===== src/rtl/ula_ctrl_mdu.sv =====
// ALU-control decode plus an iterative multiply/divide unit that owns HI/LO.
module ula_ctrl_mdu #(
    parameter int unsigned WIDTH = 32
) (
    input  logic             clk,
    input  logic             rst_n,
    input  logic [2:0]       ALUOp,
    input  logic [5:0]       func,
    input  logic             instr_valid,
    input  logic [WIDTH-1:0] rs_val,
    input  logic [WIDTH-1:0] rt_val,
    output logic [3:0]       ula_op_out,
    output logic [WIDTH-1:0] mdu_result,
    output logic             mdu_result_sel,
    output logic [WIDTH-1:0] hi,
    output logic [WIDTH-1:0] lo,
    output logic             busy,
    output logic             stall
);

    localparam int unsigned CW = $clog2(WIDTH);

    localparam logic [3:0] ALU_AND  = 4'b0000;
    localparam logic [3:0] ALU_OR   = 4'b0001;
    localparam logic [3:0] ALU_ADD  = 4'b0010;
    localparam logic [3:0] ALU_SUB  = 4'b0110;
    localparam logic [3:0] ALU_SLT  = 4'b0111;
    localparam logic [3:0] ALU_SRL  = 4'b1000;
    localparam logic [3:0] ALU_SLL  = 4'b1001;
    localparam logic [3:0] ALU_SLTU = 4'b1010;
    localparam logic [3:0] ALU_XOR  = 4'b1011;
    localparam logic [3:0] ALU_NOR  = 4'b1100;
    localparam logic [3:0] ALU_SRA  = 4'b1101;
    localparam logic [3:0] ALU_UND  = 4'b1111;

    localparam logic [5:0] F_MFHI = 6'b010000;
    localparam logic [5:0] F_MTHI = 6'b010001;
    localparam logic [5:0] F_MFLO = 6'b010010;
    localparam logic [5:0] F_MTLO = 6'b010011;

    typedef enum logic [1:0] {S_IDLE = 2'd0, S_RUN = 2'd1, S_FIX = 2'd2} state_t;

    state_t             state, state_nx;
    logic [CW-1:0]      cnt;
    logic [2*WIDTH-1:0] acc;
    logic [WIDTH-1:0]   opnd, raw_rs;
    logic               is_div, neg_q, neg_r, div_zero;

    logic               r_type, is_mdu, is_start, issue, last_iter;
    logic               rs_neg, rt_neg;
    logic [WIDTH-1:0]   rs_abs, rt_abs;
    logic [WIDTH:0]     mul_sum, div_rem, div_diff;
    logic [2*WIDTH-1:0] mul_nx, div_nx, prod_fix;
    logic [WIDTH-1:0]   quo_fix, rem_fix, hi_fix, lo_fix;

    // ALU operation decode from main-control class and R-type function
    always_comb begin
        ula_op_out = ALU_UND;
        case (ALUOp)
            3'b000:         ula_op_out = ALU_ADD;
            3'b001, 3'b011: ula_op_out = ALU_SUB;
            3'b100:         ula_op_out = ALU_OR;
            3'b101:         ula_op_out = ALU_AND;
            3'b110:         ula_op_out = ALU_XOR;
            3'b111:         ula_op_out = ALU_SLT;
            3'b010: begin
                case (func)
                    6'b000000, 6'b000100: ula_op_out = ALU_SLL;
                    6'b000010, 6'b000110: ula_op_out = ALU_SRL;
                    6'b000011, 6'b000111: ula_op_out = ALU_SRA;
                    6'b100000, 6'b100001: ula_op_out = ALU_ADD;
                    6'b100010, 6'b100011: ula_op_out = ALU_SUB;
                    6'b100100:            ula_op_out = ALU_AND;
                    6'b100101:            ula_op_out = ALU_OR;
                    6'b100110:            ula_op_out = ALU_XOR;
                    6'b100111:            ula_op_out = ALU_NOR;
                    6'b101010:            ula_op_out = ALU_SLT;
                    6'b101011:            ula_op_out = ALU_SLTU;
                    default:              ula_op_out = ALU_UND;
                endcase
            end
            default:        ula_op_out = ALU_UND;
        endcase
    end

    // MDU instruction classification and hazard detection
    assign r_type    = instr_valid && (ALUOp == 3'b010);
    assign is_mdu    = r_type && ((func[5:2] == 4'b0100) || (func[5:2] == 4'b0110));
    assign is_start  = r_type && (func[5:2] == 4'b0110);
    assign busy      = (state != S_IDLE);
    assign stall     = is_mdu && busy;
    assign issue     = is_start && !busy;
    assign last_iter = (cnt == CW'(WIDTH - 1));

    // Operand magnitudes; func[0] clear means a signed operation
    assign rs_neg = !func[0] && rs_val[WIDTH-1];
    assign rt_neg = !func[0] && rt_val[WIDTH-1];
    assign rs_abs = rs_neg ? -rs_val : rs_val;
    assign rt_abs = rt_neg ? -rt_val : rt_val;

    // One shift-add multiply step or one restoring-divide step
    always_comb begin
        mul_sum  = {1'b0, acc[2*WIDTH-1:WIDTH]} + (acc[0] ? {1'b0, opnd} : '0);
        mul_nx   = {mul_sum, acc[WIDTH-1:1]};
        div_rem  = {acc[2*WIDTH-1:WIDTH], acc[WIDTH-1]};
        div_diff = div_rem - {1'b0, opnd};
        div_nx   = div_diff[WIDTH] ? {div_rem[WIDTH-1:0], acc[WIDTH-2:0], 1'b0}
                                   : {div_diff[WIDTH-1:0], acc[WIDTH-2:0], 1'b1};
    end

    // Sign correction and the HI/LO values committed in FIX
    always_comb begin
        hi_fix   = '0;
        lo_fix   = '0;
        prod_fix = neg_q ? -acc : acc;
        quo_fix  = neg_q ? -acc[WIDTH-1:0] : acc[WIDTH-1:0];
        rem_fix  = neg_r ? -acc[2*WIDTH-1:WIDTH] : acc[2*WIDTH-1:WIDTH];
        if (!is_div) begin
            hi_fix = prod_fix[2*WIDTH-1:WIDTH];
            lo_fix = prod_fix[WIDTH-1:0];
        end else if (div_zero) begin
            hi_fix = raw_rs;
            lo_fix = '1;
        end else begin
            hi_fix = rem_fix;
            lo_fix = quo_fix;
        end
    end

    // State register
    always_ff @(posedge clk or negedge rst_n) begin
        if (!rst_n) state <= S_IDLE;
        else        state <= state_nx;
    end

    // Next-state logic: IDLE -> RUN (WIDTH cycles) -> FIX -> IDLE
    always_comb begin
        state_nx = state;
        case (state)
            S_IDLE:  if (issue) state_nx = S_RUN;
            S_RUN:   if (last_iter) state_nx = S_FIX;
            S_FIX:   state_nx = S_IDLE;
            default: state_nx = S_IDLE;
        endcase
    end

    // Operand capture, iteration, and HI/LO updates
    always_ff @(posedge clk or negedge rst_n) begin
        if (!rst_n) begin
            cnt      <= '0;
            acc      <= '0;
            opnd     <= '0;
            raw_rs   <= '0;
            is_div   <= 1'b0;
            neg_q    <= 1'b0;
            neg_r    <= 1'b0;
            div_zero <= 1'b0;
            hi       <= '0;
            lo       <= '0;
        end else begin
            case (state)
                S_IDLE: begin
                    if (issue) begin
                        cnt      <= '0;
                        is_div   <= func[1];
                        neg_q    <= rs_neg ^ rt_neg;
                        neg_r    <= rs_neg;
                        div_zero <= (rt_val == '0);
                        raw_rs   <= rs_val;
                        opnd     <= func[1] ? rt_abs : rs_abs;
                        acc      <= {{WIDTH{1'b0}}, (func[1] ? rs_abs : rt_abs)};
                    end else if (r_type && (func == F_MTHI)) begin
                        hi <= rs_val;
                    end else if (r_type && (func == F_MTLO)) begin
                        lo <= rs_val;
                    end
                end
                S_RUN: begin
                    cnt <= cnt + CW'(1);
                    acc <= is_div ? div_nx : mul_nx;
                end
                S_FIX: begin
                    cnt <= '0;
                    hi  <= hi_fix;
                    lo  <= lo_fix;
                end
                default: ;
            endcase
        end
    end

    // mfhi/mflo read port, only while the unit is idle
    always_comb begin
        mdu_result     = '0;
        mdu_result_sel = 1'b0;
        if (r_type && !busy) begin
            if (func == F_MFHI) begin
                mdu_result     = hi;
                mdu_result_sel = 1'b1;
            end else if (func == F_MFLO) begin
                mdu_result     = lo;
                mdu_result_sel = 1'b1;
            end
        end
    end

endmodule


===== config.mk =====
export PLATFORM = sky130hd
export DESIGN_NAME = ula_ctrl_mdu
export DESIGN_NICKNAME = d
export VERILOG_FILES = /design/src/rtl/ula_ctrl_mdu.sv
export SDC_FILE = /design/constraint.sdc
export NUM_CORES = 1
export LEC_CHECK = 0
export ABC_AREA = 1
export CAP_MARGIN = 20
export CORE_UTILIZATION = 37
export DETAILED_ROUTE_END_ITERATION = 8
export DONT_BUFFER_PORTS = 1
export HOLD_SLACK_MARGIN = 0.12
export PLACE_DENSITY_LB_ADDON = 0.3
export SETUP_SLACK_MARGIN = 0.4
export SLEW_MARGIN = 20
export SYNTH_ARGS = -nofsm -noshare
export SYNTH_HDL_FRONTEND = slang
export SYNTH_SLANG_ARGS = --single-unit

===== constraint.sdc =====
create_clock -name clk -period 5 [get_ports clk]
set_input_delay 1 -clock clk [delete_from_list [all_inputs] [get_ports clk]]
set_output_delay 1 -clock clk [all_outputs]
set_load 0.02 [all_outputs]

After elaboration in Yosys (flattened, before gate mapping)
Memory sizes are Yosys's and may differ from the RTL's.
Index checks and enable logic that the tools add are counted.

cells by class
  $add $sub $neg = 8
  equality and inequality tests = 22
  mux-type cells = 35
  bitwise operators = 1
  reduce and logical (&&, ||, !) cells = 27

operator list
  cell                   number
  $mux W32               19
  $mux W64               4
  $neg A32 Y32           4
  $pmux W32 S2           2
  $pmux W64 S2           1
  $neg A64 Y64           1
  $add A32 B32 Y33       1
  $sub A33 B32 Y33       1
  $logic_not A32 Y1      1
  $pmux W4 S7            1
  $eq A6 B5 Y1 const B   4
  $pmux W5 S3            1
  $eq A3 B3 Y1 const B   4
  $ne A2 B2 Y1 const B   6
  $logic_and A1 B1 Y1    10
  $eq A4 B3 Y1 const B   2
  $reduce_and A2 Y1      4
  $eq A3 B2 Y1 const B   2
  $reduce_bool A2 Y1     3
  $add A5 B1 Y5 const B  1
  $eq A5 B5 Y1 const B   1
  $mux W5                1
  $mux W2                2
  $pmux W2 S2            1
  13 further kinds       16

storage, ports and cells
  bits in registers = 203
  ROM bits = 256
  bits of input ports = 76
  memories = 1

memory list
  memory            words  width  rd ports  clocked after Yosys merged registers in  write ports  line  text
  (name not given)  64     4      1         0                                        0            67    case (func)

Logic depth before layout (Yosys ltp)
Gate-level depths: netlist of the first run.

  word-level depth = 7
  depth in mapped cells = 21
  depth with buffers taken out = 19

Worst setup path after synthesis of the first run
OpenSTA, ideal clock, no wires.

  kind = input-to-output
  start point = input func[1]
  end point = output mdu_result[10]
  data arrival time = 2.868 ns
  path slack = 1.132 ns
  stages = 9
  path through = buf_2 -> inv_2 -> clkbuf_1 -> ha_1 -> and2_1 -> clkbuf_1 -> clkbuf_1 -> nand2_1 -> a21oi_1

on the way
  word-level cells in the longest chain between the ends = 4
  elaborated cells on any way between the ends = 5

RTL lines
  item                line  text
  start: declaration  8     input logic [5:0] func,
  $eq A6 B5 Y1        200   end else if (func == F_MFLO) begin
  $mux W32            200
  $mux W32 *          197   if (func == F_MFHI) begin
  $mux W32 *          196   if (r_type && !busy) begin
  end: declaration    13    output logic [WIDTH-1:0] mdu_result,

Every way passes the cells marked *; elsewhere a longest branch is shown, timed or not.

Worst setup path in the final report of the first run
  start point = register state[1]
  end point = output mdu_result[23]

on the way
  word-level cells in the longest chain between the ends = 4

RTL lines
  item                      line  text
  start: declaration        43    state_t state, state_nx;
  start signal: assignment  133   else state <= state_nx;
  $reduce_bool A2 Y1        90    assign busy = (state != S_IDLE);
  via busy                  17    output logic busy,
  $logic_not A1 Y1          196
  $logic_and A1 B1 Y1       196
  $mux W32                  196

The timed path passes the listed nets, and every way through them passes these cells.

==> impl_metrics.env, run 1 <==
export IMPL_outcome="completed"
export IMPL_crit_buf_inv=3
export IMPL_setup_tns_ns=0
export IMPL_cts_tree="done"
export IMPL_drive_gt1_share_pct=3.614
export IMPL_peakVddDrop_uv=410.6
export IMPL_netlist_area_um2=21300
export IMPL_maxSlewViolCount=0
export IMPL_start_util_pct=37.63
export IMPL_path_max_fanout=33
export IMPL_post_route_util_pct=40.33
export IMPL_met1_usage_pct=44.78
export IMPL_wl_per_cell_um=22.13
export IMPL_core_um2=56600
export IMPL_gp_congestion=1.040
export IMPL_dr_pass1_iters=7
export IMPL_comb_power_share_pct=56.4
export IMPL_p_switching_uw=7422
export IMPL_ios=179
export IMPL_yosys_register_bits=203
export IMPL_critPathTopFamily="buffers and inverters"
export IMPL_drc=0
export IMPL_clk_pin_slew_ns=0.07
export IMPL_n_antenna_cell=0
export IMPL_syn_area_per_cell_um2=5.684
export IMPL_num_vias=24644
export IMPL_nNetsFinal=3816
export IMPL_cts_htree_levels=1
export IMPL_clkSinkCount=203
export IMPL_seqPwrFrac_pct=27.4
export IMPL_syn_nets=3904
export IMPL_die_w_um=241.9
export IMPL_finalClockSkew_ns=0.01761
export IMPL_die_h_um=241.9
export IMPL_drtIter0Drc=3303
export IMPL_hpwl_mm=76.91
export IMPL_ys_types=51
export IMPL_fin_crit_sh_pct=83.22
export IMPL_synth_top_cells_by_area="dfrtp_1 (24%), nand2_1 (21%), nor2_1 (9.3%)"
export IMPL_cts_root_buf="clkbuf_16"
export IMPL_ant_nets=0
export IMPL_busiest_layer="met2"
export IMPL_cp_required_ns=4.00
export IMPL_fmax_mhz=240.3
export IMPL_hp_class="input pin to asynchronous set/reset pin"
export IMPL_final_min_clock_period_ns=4.161
export IMPL_path_common_cell="inv_1"
export IMPL_clkPwrFrac_pct=16.3
export IMPL_syn_to_final_growth_pct=7.173
export IMPL_p_int_uw=5618
export IMPL_crit_chain="inv_1 -> ha_1 -> inv_1 -> nor2_4 -> inv_1 -> a21oi_1"
export IMPL_gr_usage_all_layers_pct=32.76
export IMPL_cap_violations=0
export IMPL_start_kind="flip-flop"
export IMPL_rsz0062_at_grt="false"
export IMPL_rows=87
export IMPL_worst_r2r_cell_count=18
export IMPL_ys_seq_area_share_pct=23.85
export IMPL_cp_arrival_ns=3.16
export IMPL_max_stage_delay_ns=0.57
export IMPL_grtUsageMet2_pct=49.18
export IMPL_grt_use_met3_pct=6.348
export IMPL_port_buffers=0
export IMPL_grt_ovfl_total=0
export IMPL_insertion_delay_ns=0.59
export IMPL_slew_headroom_pct=32.28
export IMPL_worst_path_max_delay_cell="a21oi_1"
export IMPL_synth_edf_count=0
export IMPL_end_kind="output port"
export IMPL_worstMarginPinSlew_ns=1.016
export IMPL_antenna_found_initial=2
export IMPL_setup_violations=0
export IMPL_path_class="flip-flop to output port"
export IMPL_cts_path_max_buffers=3
export IMPL_hold_violations=0
export IMPL_yosys_warnings=0
export IMPL_grt_max_degree=156
export IMPL_grt_pass1_vias=22565
export IMPL_total_leakage_power_uw=0.01142
export IMPL_grt_pass1_wl_mm=145.7
export IMPL_ctsResizeCount=0
export IMPL_holdWs_ns=0.1473
export IMPL_via_per_inst=5.555
export IMPL_die_area_um2=58530
export IMPL_synth_cells=3747
export IMPL_synthArstFlopShare_pct=100.0
export IMPL_n_fill_cell=6450
export IMPL_worst_path_stages=6
export IMPL_p_sw_share_pct=56.92
export IMPL_wirelength_mm=98.17
export IMPL_powerDensity_nw_per_um2=571.3
export IMPL_cts_buffers=27
export IMPL_synth_top_flop_cell="dfrtp_1"
export IMPL_synth_top_cell_by_area="dfrtp_1"
export IMPL_post_synth_top_area_fraction_pct=23.85
-- sequential cells by signal, summed over array words and instances (netlist names), 2 cells and up --
name    cells
state       2
acc        64
hi         32
raw_rs     32
opnd       32
lo         32
cnt         5
-- power by group through the flow --
stage               clock network (µW)  registers (µW)  logic, µW
floorplan                            0            3010       5180
global placement                     0            3580       7090
detailed placement                   0            3560       7080
CTS                               2120            3540       7130
global route                      2190            3610       8100
finish                            2120            3570       7350
-- routing by layer --
metal	part of all wire, %	routed length [µm]
met3	10	10180
met1	42	40840
met4	5.8	5727
met2	42	41400
met5	0.019	19
-- layout by cell type (no fill, tap or decap), drive strengths merged --
cell type	netlist	final
a21o	4	4
o21ai	244	244
a22oi	8	8
fa	2	2
dfrtp	203	203
nor4	2	2
nand4	39	39
clkinvlp	0	1
and2	8	8
clkinv	5	9
or3	1	1
xor2	51	51
nor2	546	546
clkbuf	94	38
o31ai	6	6
o221ai	6	6
a21boi	1	1
inv	452	456
nand3b	6	6
a21oi	286	286
or2	8	8
a221o	1	1
nor3	36	36
a31oi	10	10
nor3b	1	1
o21a	1	1
o21bai	12	12
buf	52	29
xnor2	12	12
nand3	300	300
nand2	1226	1226
ha	79	79
a311oi	1	1
a211o	1	1
bufinv	0	3
o22ai	4	4
o211ai	39	39
-- Yosys cell counts, types with 2 or more instances --
cell type,number
nand2_1,1216
nor2_1,526
inv_1,447
nand3_1,296
a21oi_1,286
o21ai_0,234
dfrtp_1,203
clkbuf_1,93
ha_1,79
xor2_1,51
nand4_1,39
o211ai_1,39
nor3_1,34
buf_2,27
buf_1,17
nor2_2,12
o21bai_1,12
xnor2_1,12
a31oi_1,10
a22oi_1,8
and2_1,8
nand2_2,7
nor2_4,7
o21ai_1,7
or2_2,7
buf_6,6
nand3b_1,6
o221ai_1,6
o31ai_1,6
clkinv_1,5
inv_2,5
a21o_1,4
nand3_2,4
o22ai_1,4
nand2_4,3
o21ai_2,3
buf_4,2
fa_1,2
nor4_1,2
-- worst paths after layout --
check | from | to | slack [ns]
worst max register to register | acc[0] | acc[59] | 1.37
worst max-delay path | state[1] | mdu_result[23] | 0.84
worst min register to register | raw_rs[4] | raw_rs[4] | 0.48
max in group asynchronous | rst_n | is_div | 4.40
min in group clk | raw_rs[4] | raw_rs[4] | 0.48
worst min-delay path | rst_n | hi[22] | 0.15
-- timing repair --
action                    4_1_cts  5_1_grt
hold buffers                    2        0
buffers inserted                0        0
hold endpoints to repair       28        0
-- cells by family (layout without fill, tap and decap cells) --
kind of cell	Yosys count	after routing	share of synthesized area [%]
buffers and inverters	603	536	11.04
AO/OA/AOI/OAI	624	624	15.80
flip-flops	203	203	23.85
XOR/XNOR	63	63	2.591
AND/OR/NAND/NOR	2173	2173	41.90
adder cells (fa/ha/maj)	81	81	4.829
-- through the flow --
stage	area (µm²)	power [µW]	instances	setup slack (ns)
2_1_floorplan	21300	8195	3747	1.132
3_3_place_gp	21820	10670	4383	1.383
3_5_place_dp	21820	10640	4383	1.328
4_1_cts	22810	12800	4435	0.9018
5_1_grt	22830	13900	4436	0.6856
6_report	22830	13040	4436	0.8391
-- final cells by class --
type	count	area (µm²)	area share, %
clock inverter	12	167.7	0.7345
inverter	457	1715	7.515
sequential	203	5082	22.26
clock buffer	38	787.0	3.448
tap	756	945.9	4.144
timing repair buffer	29	250.2	1.096
multi-input combinational	2941	13880	60.80
Power figures use the tool's default switching activity.
==> run 2, diff against run 1 <==
==> constraint.sdc (replaced) <==
create_clock -name clk -period 4.3 [get_ports clk]
set_input_delay 0.86 -clock clk [delete_from_list [all_inputs] [get_ports clk]]
set_output_delay 0.86 -clock clk [all_outputs]
set_load 0.02 [all_outputs]
==> run 2 against run 1 <==
Compared with the run above:
- critical path depth stayed put
- power is 15% higher
- clock power is 5% higher
- clock-buffer cell count is 1 higher
- combinational power is 18% higher
- largest power group unchanged
- highest routed layer is now met4
==> impl_metrics.env, run 2 (synthesis results as in run 1) <==
export IMPL_num_vias=24626
export IMPL_crit_chain="inv_1 -> ha_1 -> inv_1 -> nor2_4 -> inv_1 -> a21oi_1"
export IMPL_p_switching_uw=8627
export IMPL_multiInputGateArea_um2=13880
export IMPL_grt_ovfl_total=0
export IMPL_path_common_cell="inv_1"
export IMPL_grt_max_degree=204
export IMPL_cts_tree="done"
export IMPL_cts_buffers=27
export IMPL_drc=0
export IMPL_start_kind="flip-flop"
export IMPL_seqPwrFrac_pct=27.6
export IMPL_cp_required_ns=3.44
export IMPL_ctsResizeCount=0
export IMPL_outcome="completed"
export IMPL_wirelength_mm=97.82
export IMPL_nNetsFinal=3826
export IMPL_seqCellArea_um2=5082
export IMPL_die_area_um2=58530
export IMPL_path_max_fanout=33
export IMPL_ant_nets=0
export IMPL_setup_violations=0
export IMPL_critPathTopFamily="buffers and inverters"
export IMPL_fin_ws_ns=0.4464
export IMPL_max_stage_delay_ns=0.57
export IMPL_largest_reg_flops=64
export IMPL_port_buffers=0
export IMPL_core_um2=56600
export IMPL_start_util_pct=37.63
export IMPL_design_area_um2=22780
export IMPL_path_class="flip-flop to output port"
export IMPL_grt_pass1_vias=22831
export IMPL_final_common_cell="nand2_1"
export IMPL_p_sw_share_pct=57.46
export IMPL_syn_to_final_growth_pct=6.961
export IMPL_comb_power_share_pct=57.6
export IMPL_final_min_clock_period_ns=3.854
export IMPL_final_cell_count_no_fill=4449
export IMPL_antenna_found_initial=1
export IMPL_final_cell_mix="nand2_1 (1216), nor2_1 (523), inv_1 (446)"
export IMPL_end_kind="output port"
export IMPL_cp_startpoint="state[0]"
export IMPL_clk_pin_slew_ns=0.07
export IMPL_via_per_inst=5.535
export IMPL_wl_per_cell_um=21.99
export IMPL_drtIter0Drc=2925
export IMPL_hp_class="input pin to asynchronous set/reset pin"
export IMPL_fmax_mhz=259.5
export IMPL_hpwl_mm=77.29
export IMPL_dr_pass1_iters=6
export IMPL_insertion_delay_ns=0.57
export IMPL_gr_usage_all_layers_pct=32.76
export IMPL_cts_path_max_buffers=3
export IMPL_gp_congestion=1.072
export IMPL_total_leakage_power_uw=0.01139
export IMPL_clkPwrFrac_pct=14.8
export IMPL_crit_buf_inv=3
export IMPL_fin_crit_sh_pct=89.62
export IMPL_placed_cells=4396
export IMPL_worstMarginPinSlew_ns=1.152
export IMPL_grt_pass1_wl_mm=146.1
export IMPL_powerDensity_nw_per_um2=659.0
export IMPL_regMostFlops="acc"
export IMPL_setup_tns_ns=0
export IMPL_cts_htree_levels=1
export IMPL_die_h_um=241.9
export IMPL_slew_headroom_pct=22.51
export IMPL_post_cts_buffers=0
export IMPL_cap_violations=0
export IMPL_peakVddDrop_uv=436.9
export IMPL_rsz0062_at_grt="true"
export IMPL_rows=87
export IMPL_maxSlewViolCount=0
export IMPL_placed_cell_area_um2=21930
export IMPL_dpl_worst_slack_ns=0.9041
export IMPL_drive_gt1_share_pct=3.633
export IMPL_ios=179
export IMPL_p_int_uw=6386
export IMPL_cp_arrival_ns=2.99
export IMPL_worst_path_max_delay_cell="a21oi_1"
export IMPL_cts_root_buf="clkbuf_16"
export IMPL_die_w_um=241.9
export IMPL_hold_violations=0
export IMPL_clkSinkCount=203
export IMPL_finalClockSkew_ns=0.03011
export IMPL_timing_rr_start="acc[0]"
export IMPL_n_fill_cell=6416
-- run 2: final cells by class --
| cell class | count | area share [%] |
|---|---|---|
| Clock buffer | 39 | 3.207 |
| Inverter | 457 | 7.530 |
| Sequential cell | 203 | 22.31 |
| Clock inverter | 9 | 0.4888 |
| Timing Repair Buffer | 39 | 1.340 |
| Antenna cell | 5 | 0.05492 |
| Multi-Input combinational cell | 2941 | 60.92 |
| Tap cell | 756 | 4.152 |
-- run 2: final timing paths --
path / end / slack, ns / cells after the start
worst max-delay path: mdu_result[29] / 0.45 / 6
worst min-delay path: acc[60] / 0.005 / 0
worst max register to register: acc[42] / 1.04 / 14
worst min register to register: raw_rs[28] / 0.49 / 2
max in group asynchronous: is_div / 3.80 / 0
min in group clk: lo[3] / 0.46 / 2
-- run 2: metrics by stage --
step,hold slack (ns),power (µW),utilization (%)
after detailed placement,0.4766,12500,38.74
final,0.004859,15010,40.25
after floorplan,0.4478,9529,-
after CTS,-0.01331,14750,40.23
after global routing,-0.002937,16060,40.23
after global placement,0.4690,12500,38.74
-- run 2: power by group through the flow --
stage | clock (µW) | sequential, µW | combinational [µW]
6_report | 2220 | 4140 | 8650
5_1_grt | 2320 | 4190 | 9540
4_1_cts | 2240 | 4100 | 8410
3_5_place_dp | 0 | 4130 | 8370
3_3_place_gp | 0 | 4140 | 8360
2_1_floorplan | 0 | 3500 | 6030
-- run 2: worst register-to-register path: cells and delay by family, from the launching register on --
| kind | cells | cell delay (ns) |
|---|---|---|
| XOR/XNOR | 1 | 0.21 |
| buffers and inverters | 2 | 0.23 |
| flip-flops | 1 | 0.87 |
| adder cells (fa/ha/maj) | 1 | 0.28 |
| AO/OA/AOI/OAI | 1 | 0.33 |
| AND/OR/NAND/NOR | 9 | 1.26 |
-- run 2: per-layer routing --
metal / vias up / wire (µm) / GRT usage (%)
li1: 11827 / - / -
met1: 11361 / 41390 / 44.42
met2: 1226 / 41550 / 49.38
met3: 212 / 9530 / 6.458
met4: 0 / 5360 / 16.46
met5: - / 0 / 0
